**config.mk**
```make
export PLATFORM = sky130hd
export DESIGN_NAME = ls_unit
export DESIGN_NICKNAME = d
export VERILOG_FILES = /design/src/rtl/ls_unit_pkg.sv /design/src/rtl/ls_unit_align.sv /design/src/rtl/ls_unit.sv
export SDC_FILE = /design/constraint.sdc
export NUM_CORES = 1
export LEC_CHECK = 0
export BUFFER_PORTS_ARGS = -buffer_cell sky130_fd_sc_hd__buf_2
export CORE_ASPECT_RATIO = 2
export CORE_MARGIN = 5
export CORE_UTILIZATION = 43
export CTS_BUF_LIST = sky130_fd_sc_hd__clkbuf_8
export DETAILED_ROUTE_END_ITERATION = 12
export PLACE_DENSITY_LB_ADDON = 0.15
export SYNTH_ARGS = -nofsm -noshare
export SYNTH_HDL_FRONTEND = slang
export SYNTH_SLANG_ARGS = --single-unit
```
**constraint.sdc**
```tcl
create_clock -name Clk -period 2.05 [get_ports Clk]
set_input_delay 0.3075 -clock Clk [delete_from_list [all_inputs] [get_ports Clk]]
set_output_delay 0.3075 -clock Clk [all_outputs]
set_load 0.02 [all_outputs]
```
**src/rtl/ls_unit_pkg.sv**
```systemverilog
// Shared encodings for the load/store unit: access sizes and FSM states.
package ls_unit_pkg;

   typedef enum logic [1:0] {
      SZ_BYTE = 2'b00,
      SZ_HALF = 2'b01,
      SZ_WORD = 2'b10,
      SZ_BAD  = 2'b11
   } size_e;

   typedef enum logic [1:0] {
      ST_IDLE   = 2'd0,
      ST_ACCESS = 2'd1,
      ST_RESP   = 2'd2
   } state_e;

endpackage

```
**src/rtl/ls_unit_align.sv**
```systemverilog
// Combinational lane logic: byte enables, store replication, load lane select/extend.
module ls_align
   import ls_unit_pkg::*;
(
   input  size_e       size,
   input  logic        sgn,
   input  logic [1:0]  addr_lo,
   input  logic [31:0] wdata,
   input  logic [31:0] dout,
   output logic        bad_align,
   output logic [3:0]  be,
   output logic [31:0] din,
   output logic [31:0] rdata
);

   logic [7:0]  byte_lane;
   logic [15:0] half_lane;

   always_comb begin
      byte_lane = dout[7:0];
      case (addr_lo)
         2'd1:    byte_lane = dout[15:8];
         2'd2:    byte_lane = dout[23:16];
         2'd3:    byte_lane = dout[31:24];
         default: byte_lane = dout[7:0];
      endcase
      half_lane = addr_lo[1] ? dout[31:16] : dout[15:0];

      bad_align = 1'b0;
      be        = 4'b0000;
      din       = wdata;
      rdata     = dout;
      case (size)
         SZ_BYTE: begin
            be    = 4'b0001 << addr_lo;
            din   = {4{wdata[7:0]}};
            rdata = sgn ? {{24{byte_lane[7]}}, byte_lane} : {24'h0, byte_lane};
         end
         SZ_HALF: begin
            bad_align = addr_lo[0];
            be        = addr_lo[1] ? 4'b1100 : 4'b0011;
            din       = {2{wdata[15:0]}};
            rdata     = sgn ? {{16{half_lane[15]}}, half_lane} : {16'h0, half_lane};
         end
         SZ_WORD: begin
            bad_align = (addr_lo != 2'b00);
            be        = 4'b1111;
         end
         default: bad_align = 1'b1;
      endcase
   end

endmodule

```
**src/rtl/ls_unit.sv**
```systemverilog
// Load/store unit: accepts one CPU request, performs a single-cycle data-memory
// access, then holds the response until the CPU takes it.
module ls_unit
   import ls_unit_pkg::*;
#(
   parameter int AW = 13
) (
   input  logic          Clk,
   input  logic          Reset,
   input  logic          Req_Valid,
   output logic          Req_Ready,
   input  logic          Req_We,
   input  logic [1:0]    Req_Size,
   input  logic          Req_Signed,
   input  logic [31:0]   Req_Addr,
   input  logic [31:0]   Req_Wdata,
   output logic          Rsp_Valid,
   input  logic          Rsp_Ready,
   output logic [31:0]   Rsp_Rdata,
   output logic          Rsp_Err,
   output logic [7:0]    Err_Cnt,
   output logic [AW-1:0] Dm_A,
   output logic [31:0]   Dm_Din,
   output logic [3:0]    Dm_BE,
   output logic          Dm_We,
   input  logic [31:0]   Dm_Dout
);

   state_e      state, state_nxt;
   logic        req_we, req_sgn;
   size_e       req_size;
   logic [31:0] req_addr, req_wdata;
   logic [31:0] rsp_rdata;
   logic        rsp_err;
   logic [7:0]  err_cnt;
   logic        bad_align, out_of_range, req_err;
   logic [3:0]  lane_be;
   logic [31:0] lane_din, lane_rdata;

   ls_align u_align (
      .size      (req_size),
      .sgn       (req_sgn),
      .addr_lo   (req_addr[1:0]),
      .wdata     (req_wdata),
      .dout      (Dm_Dout),
      .bad_align (bad_align),
      .be        (lane_be),
      .din       (lane_din),
      .rdata     (lane_rdata)
   );

   // Any address bit above the word-address field lies outside the data memory.
   assign out_of_range = (req_addr >> (AW + 2)) != 32'h0;
   assign req_err      = bad_align | out_of_range;

   assign Dm_A      = req_addr[AW+1:2];
   assign Dm_Din    = lane_din;
   assign Rsp_Rdata = rsp_rdata;
   assign Rsp_Err   = rsp_err;
   assign Err_Cnt   = err_cnt;

   always_ff @(posedge Clk or negedge Reset) begin
      if (!Reset) state <= ST_IDLE;
      else        state <= state_nxt;
   end

   always_comb begin
      state_nxt = state;
      Req_Ready = 1'b0;
      Rsp_Valid = 1'b0;
      Dm_We     = 1'b0;
      Dm_BE     = 4'b0000;
      case (state)
         ST_IDLE: begin
            Req_Ready = 1'b1;
            if (Req_Valid) state_nxt = ST_ACCESS;
         end
         ST_ACCESS: begin
            state_nxt = ST_RESP;
            if (req_we && !req_err) begin
               Dm_We = 1'b1;
               Dm_BE = lane_be;
            end
         end
         ST_RESP: begin
            Rsp_Valid = 1'b1;
            if (Rsp_Ready) state_nxt = ST_IDLE;
         end
         default: state_nxt = ST_IDLE;
      endcase
   end

   always_ff @(posedge Clk or negedge Reset) begin
      if (!Reset) begin
         req_we    <= 1'b0;
         req_sgn   <= 1'b0;
         req_size  <= SZ_BYTE;
         req_addr  <= 32'h0;
         req_wdata <= 32'h0;
      end else if (state == ST_IDLE && Req_Valid) begin
         req_we    <= Req_We;
         req_sgn   <= Req_Signed;
         req_size  <= size_e'(Req_Size);
         req_addr  <= Req_Addr;
         req_wdata <= Req_Wdata;
      end
   end

   // Response and error count update on the ACCESS -> RESP transition only.
   always_ff @(posedge Clk or negedge Reset) begin
      if (!Reset) begin
         rsp_rdata <= 32'h0;
         rsp_err   <= 1'b0;
         err_cnt   <= 8'h0;
      end else if (state == ST_ACCESS) begin
         rsp_err   <= req_err;
         rsp_rdata <= (req_we || req_err) ? 32'h0 : lane_rdata;
         if (req_err && err_cnt != 8'hFF) err_cnt <= err_cnt + 8'd1;
      end
   end

endmodule
```
==> run summary <==
GPL Wtd Cong -> 0.885
Top-Level Pins -> 197
row count -> 57
Total GRT Usage -> 20.8%
Relative slew margins -> 64.6%
cell leakage power -> 3.42 nW
initial antenna violation count -> 2
Hold Path Cell Cnt -> 2
commonest non-fill, non-tap cells in the layout -> buf_2 (182), dfrtp_1 (111), mux2_2 (77), nand2_1 (74), o21ai_0 (32)
Pre-antenna DRT Iters -> 6
worst hold path type -> input pin to flop
die extent in y -> 168 um
Yosys reg bits -> 111
post-synthesis xor/xnor area fraction -> 1.15%
Synth area leader -> dfrtp_1
Overall Power -> 0.0105 W
Clock Pin Slew Worst Setup and Hold Paths -> 0.11 ns
first-pass GRT wire length -> 24100 um
r2r endpoint -> Rsp_Rdata[22]
post-route clock period utilization -> 121%
H-tree levels -> 3
failing checks -> setup timing
Critical Path End -> Dm_BE[3]
setup slack after layout -> -0.432 ns
layout cells sized above 1 -> 53.1%
CTS sink cnt -> 111
critical path startpoint category -> flop
warning count from the yosys run -> 0
Yosys cell types -> 39
die width -> 88.9 um
synthesized area -> 0.00535 sq mm
Clock Latency Late Sink -> 0.38 ns
largest family of logic cells by synthesized area -> multiplexers
Avg Cell Area, Syn -> 11.0 sq um
routed length per instance -> 18.3 um
fin area -> 0.00705 sq mm
DRC errors left -> 0
total grt overflow -> 0
CTS Buffer Depth -> 2
RSZ-0062 raised after global routing -> yes
clock root cell -> clkbuf_8
Post-Syn Nets -> 590
post-synthesis compound-gate area fraction -> 11.3%
sequential fraction of the synthesis area -> 51.9%
Place WS -> -0.199 ns
vias in the first global route -> 4797
area of the multi-input gates -> 0.00237 sq mm
TritonCTS clock tree -> yes
Starting Density -> 43.9%
Fin. Hold Viols -> 0
multiplexer share of the synthesized area -> 19.4%
R2R cell count -> 6
flop2flop setup slack -> 0.01 ns
cell count after synthesis -> 485
crit-path max FO -> 5
most frequent standard cell in the layout excluding fill and tap cells -> buf_2
Setup Skew -> 0.0134 ns
Placed Area -> 0.00654 sq mm
Fmax -> 0.403 GHz
worst setup path start -> req_addr[29]
via count -> 4369
Crit path required time -> 1.74 ns
Worst VDD drop -> 1.04 mV
largest net degree at the start of global routing -> 46
outcome -> finished, violations left
area fraction of the dominant cell type after synthesis -> 51.9%
remaining antenna violation count -> 0
Area Overhead vs Synth -> 31.8%
Setup Viol. Count Final -> 10
critical path type -> flop to output pin
# nets final -> 782
CP endpoint kind -> output pin
simple-gate share of the synthesized area -> 10.2%
launch point of the worst reg-to-reg path -> req_addr[29]
Register Area -> 0.00278 sq mm
Setup TNS -> -1.94 ns
Post-DP HPWL -> 11900 um
initial drt markers -> 118
fill count -> 1076
IO buf count -> 196
Critical Path AT -> 2.17 ns
top post-synthesis cells by area -> dfrtp_1 (52%), mux2_2 (18%), nand2_1 (5.3%)
P per Cell Area -> 1500 mW/mm^2
total wire length -> 15200 um
Max-cap violations -> 0
post-DR vias/cell -> 5.26
Synth Area in Adders -> 0.234%
CTS Buf Count -> 9
CORE AREA -> 0.0122 sq mm
actual slew at the worst max-slew pin -> 0.526 ns
pins over their slew limit -> 0
final critical-path required period -> 2.48 ns
Die Footprint -> 0.0149 sq mm
==> registers in the layout (all words and copies together), names as in the netlist <==
signal	count
Err_Cnt	8
state	2
req_size	2
req_we	1
Rsp_Err	1
req_sgn	1
req_addr	32
req_wdata	32
Rsp_Rdata	32
==> synth_stat cells <==
| cell type | number |
|---|---|
| inv_1 | 6 |
| a222oi_1 | 7 |
| a211oi_1 | 1 |
| a211o_1 | 1 |
| clkbuf_1 | 30 |
| o21ai_1 | 1 |
| mux2i_1 | 8 |
| a22oi_1 | 1 |
| o21ai_0 | 46 |
| buf_1 | 2 |
| dfrtp_1 | 111 |
| o31a_1 | 1 |
| nand4_1 | 1 |
| nand2b_1 | 9 |
| nand3_1 | 5 |
| or3_1 | 1 |
| or4_1 | 1 |
| xnor2_1 | 2 |
| a31o_1 | 1 |
| and3_1 | 1 |
| nor2b_1 | 7 |
| buf_6 | 1 |
| nand2_1 | 75 |
| o21ai_2 | 10 |
| nor3_1 | 5 |
| nor4_1 | 4 |
| a221oi_1 | 7 |
| o31ai_1 | 8 |
| nor2_1 | 9 |
| and2_1 | 3 |
| nor3b_1 | 1 |
| buf_4 | 21 |
| mux2_2 | 85 |
| ha_1 | 1 |
| a21oi_1 | 3 |
| xor2_1 | 5 |
| o31ai_2 | 1 |
| o21a_1 | 2 |
| a21boi_0 | 1 |
==> cells by family after synthesis <==
kind of cell / count (synthesis)
simple gates: 122
flops: 111
mux: 93
compound gates: 91
buf+inv: 60
xor+xnor: 7
fa+ha+maj: 1
==> area by class of cell <==
cell class              instances  area share (%)
flip-flops and latches        111            39.4
multi-input cells             314            33.6
repair buffers                235            21.1
well taps                     147            2.61
clock buffers                   9            1.76
clock inverters                 7            1.15
inverters                       6           0.319
diodes                          2          0.0710
==> routing by layer <==
metal	GRT usage, %	routed length [um]
met5	0	0
met4	10.2	507
met3	3.83	944
met2	38.1	8620
met1	21.7	5180
==> timing repair <==
action | 4_1_cts | 5_1_grt
endpoints found under the hold margin | 19 | 0
endpoints found under the setup margin | 31 | 51
gates resized for setup | 32 | 30
pin swaps | 5 | 3
gates cloned | 1 | 0
setup buffers | 1 | 7
hold buffers | 1 | 0
==> metrics by stage <==
step / util (%) / std cells / hold WS, ns
finish: 57.8 / 831 / 0.119
global route: 57.8 / 831 / 0.122
CTS: 56.5 / 822 / 0.100
detailed placement: 53.6 / 803 / 0.220
global placement: 53.6 / 803 / 0.217
floorplan: - / 485 / 0.0119
==> worst max-delay path, cell delays in order (launching register included) <==
cell      delay [ns]
dfrtp_1         0.39
or3_1           0.37
a31o_1          0.23
nor3_2          0.19
and3_1          0.19
buf_6           0.13
a21boi_4        0.17
buf_6           0.13
==> report_power, final <==
part / internal [W] / switching (W) / leakage [nW] / total, W
registers: 0.00295 / 0.000544 / 1.38 / 0.00349
logic: 0.00267 / 0.00304 / 1.94 / 0.00571
clock network: 0.000494 / 0.000850 / 0.104 / 0.00134
total: 0.00611 / 0.00443 / 3.42 / 0.0105
==> how the worst min path moves through the flow <==
stage                         to  slack (ns)      start
floorplan             Err_Cnt[0]        0.01      Reset
global placement    Rsp_Rdata[2]        0.22      Reset
detailed placement  Rsp_Rdata[1]        0.22      Reset
CTS                     state[1]        0.10  Rsp_Ready
global route            state[1]        0.12  Rsp_Ready
finish                  state[1]        0.12  Rsp_Ready
No activity file was read; power rests on OpenSTA's default activity.
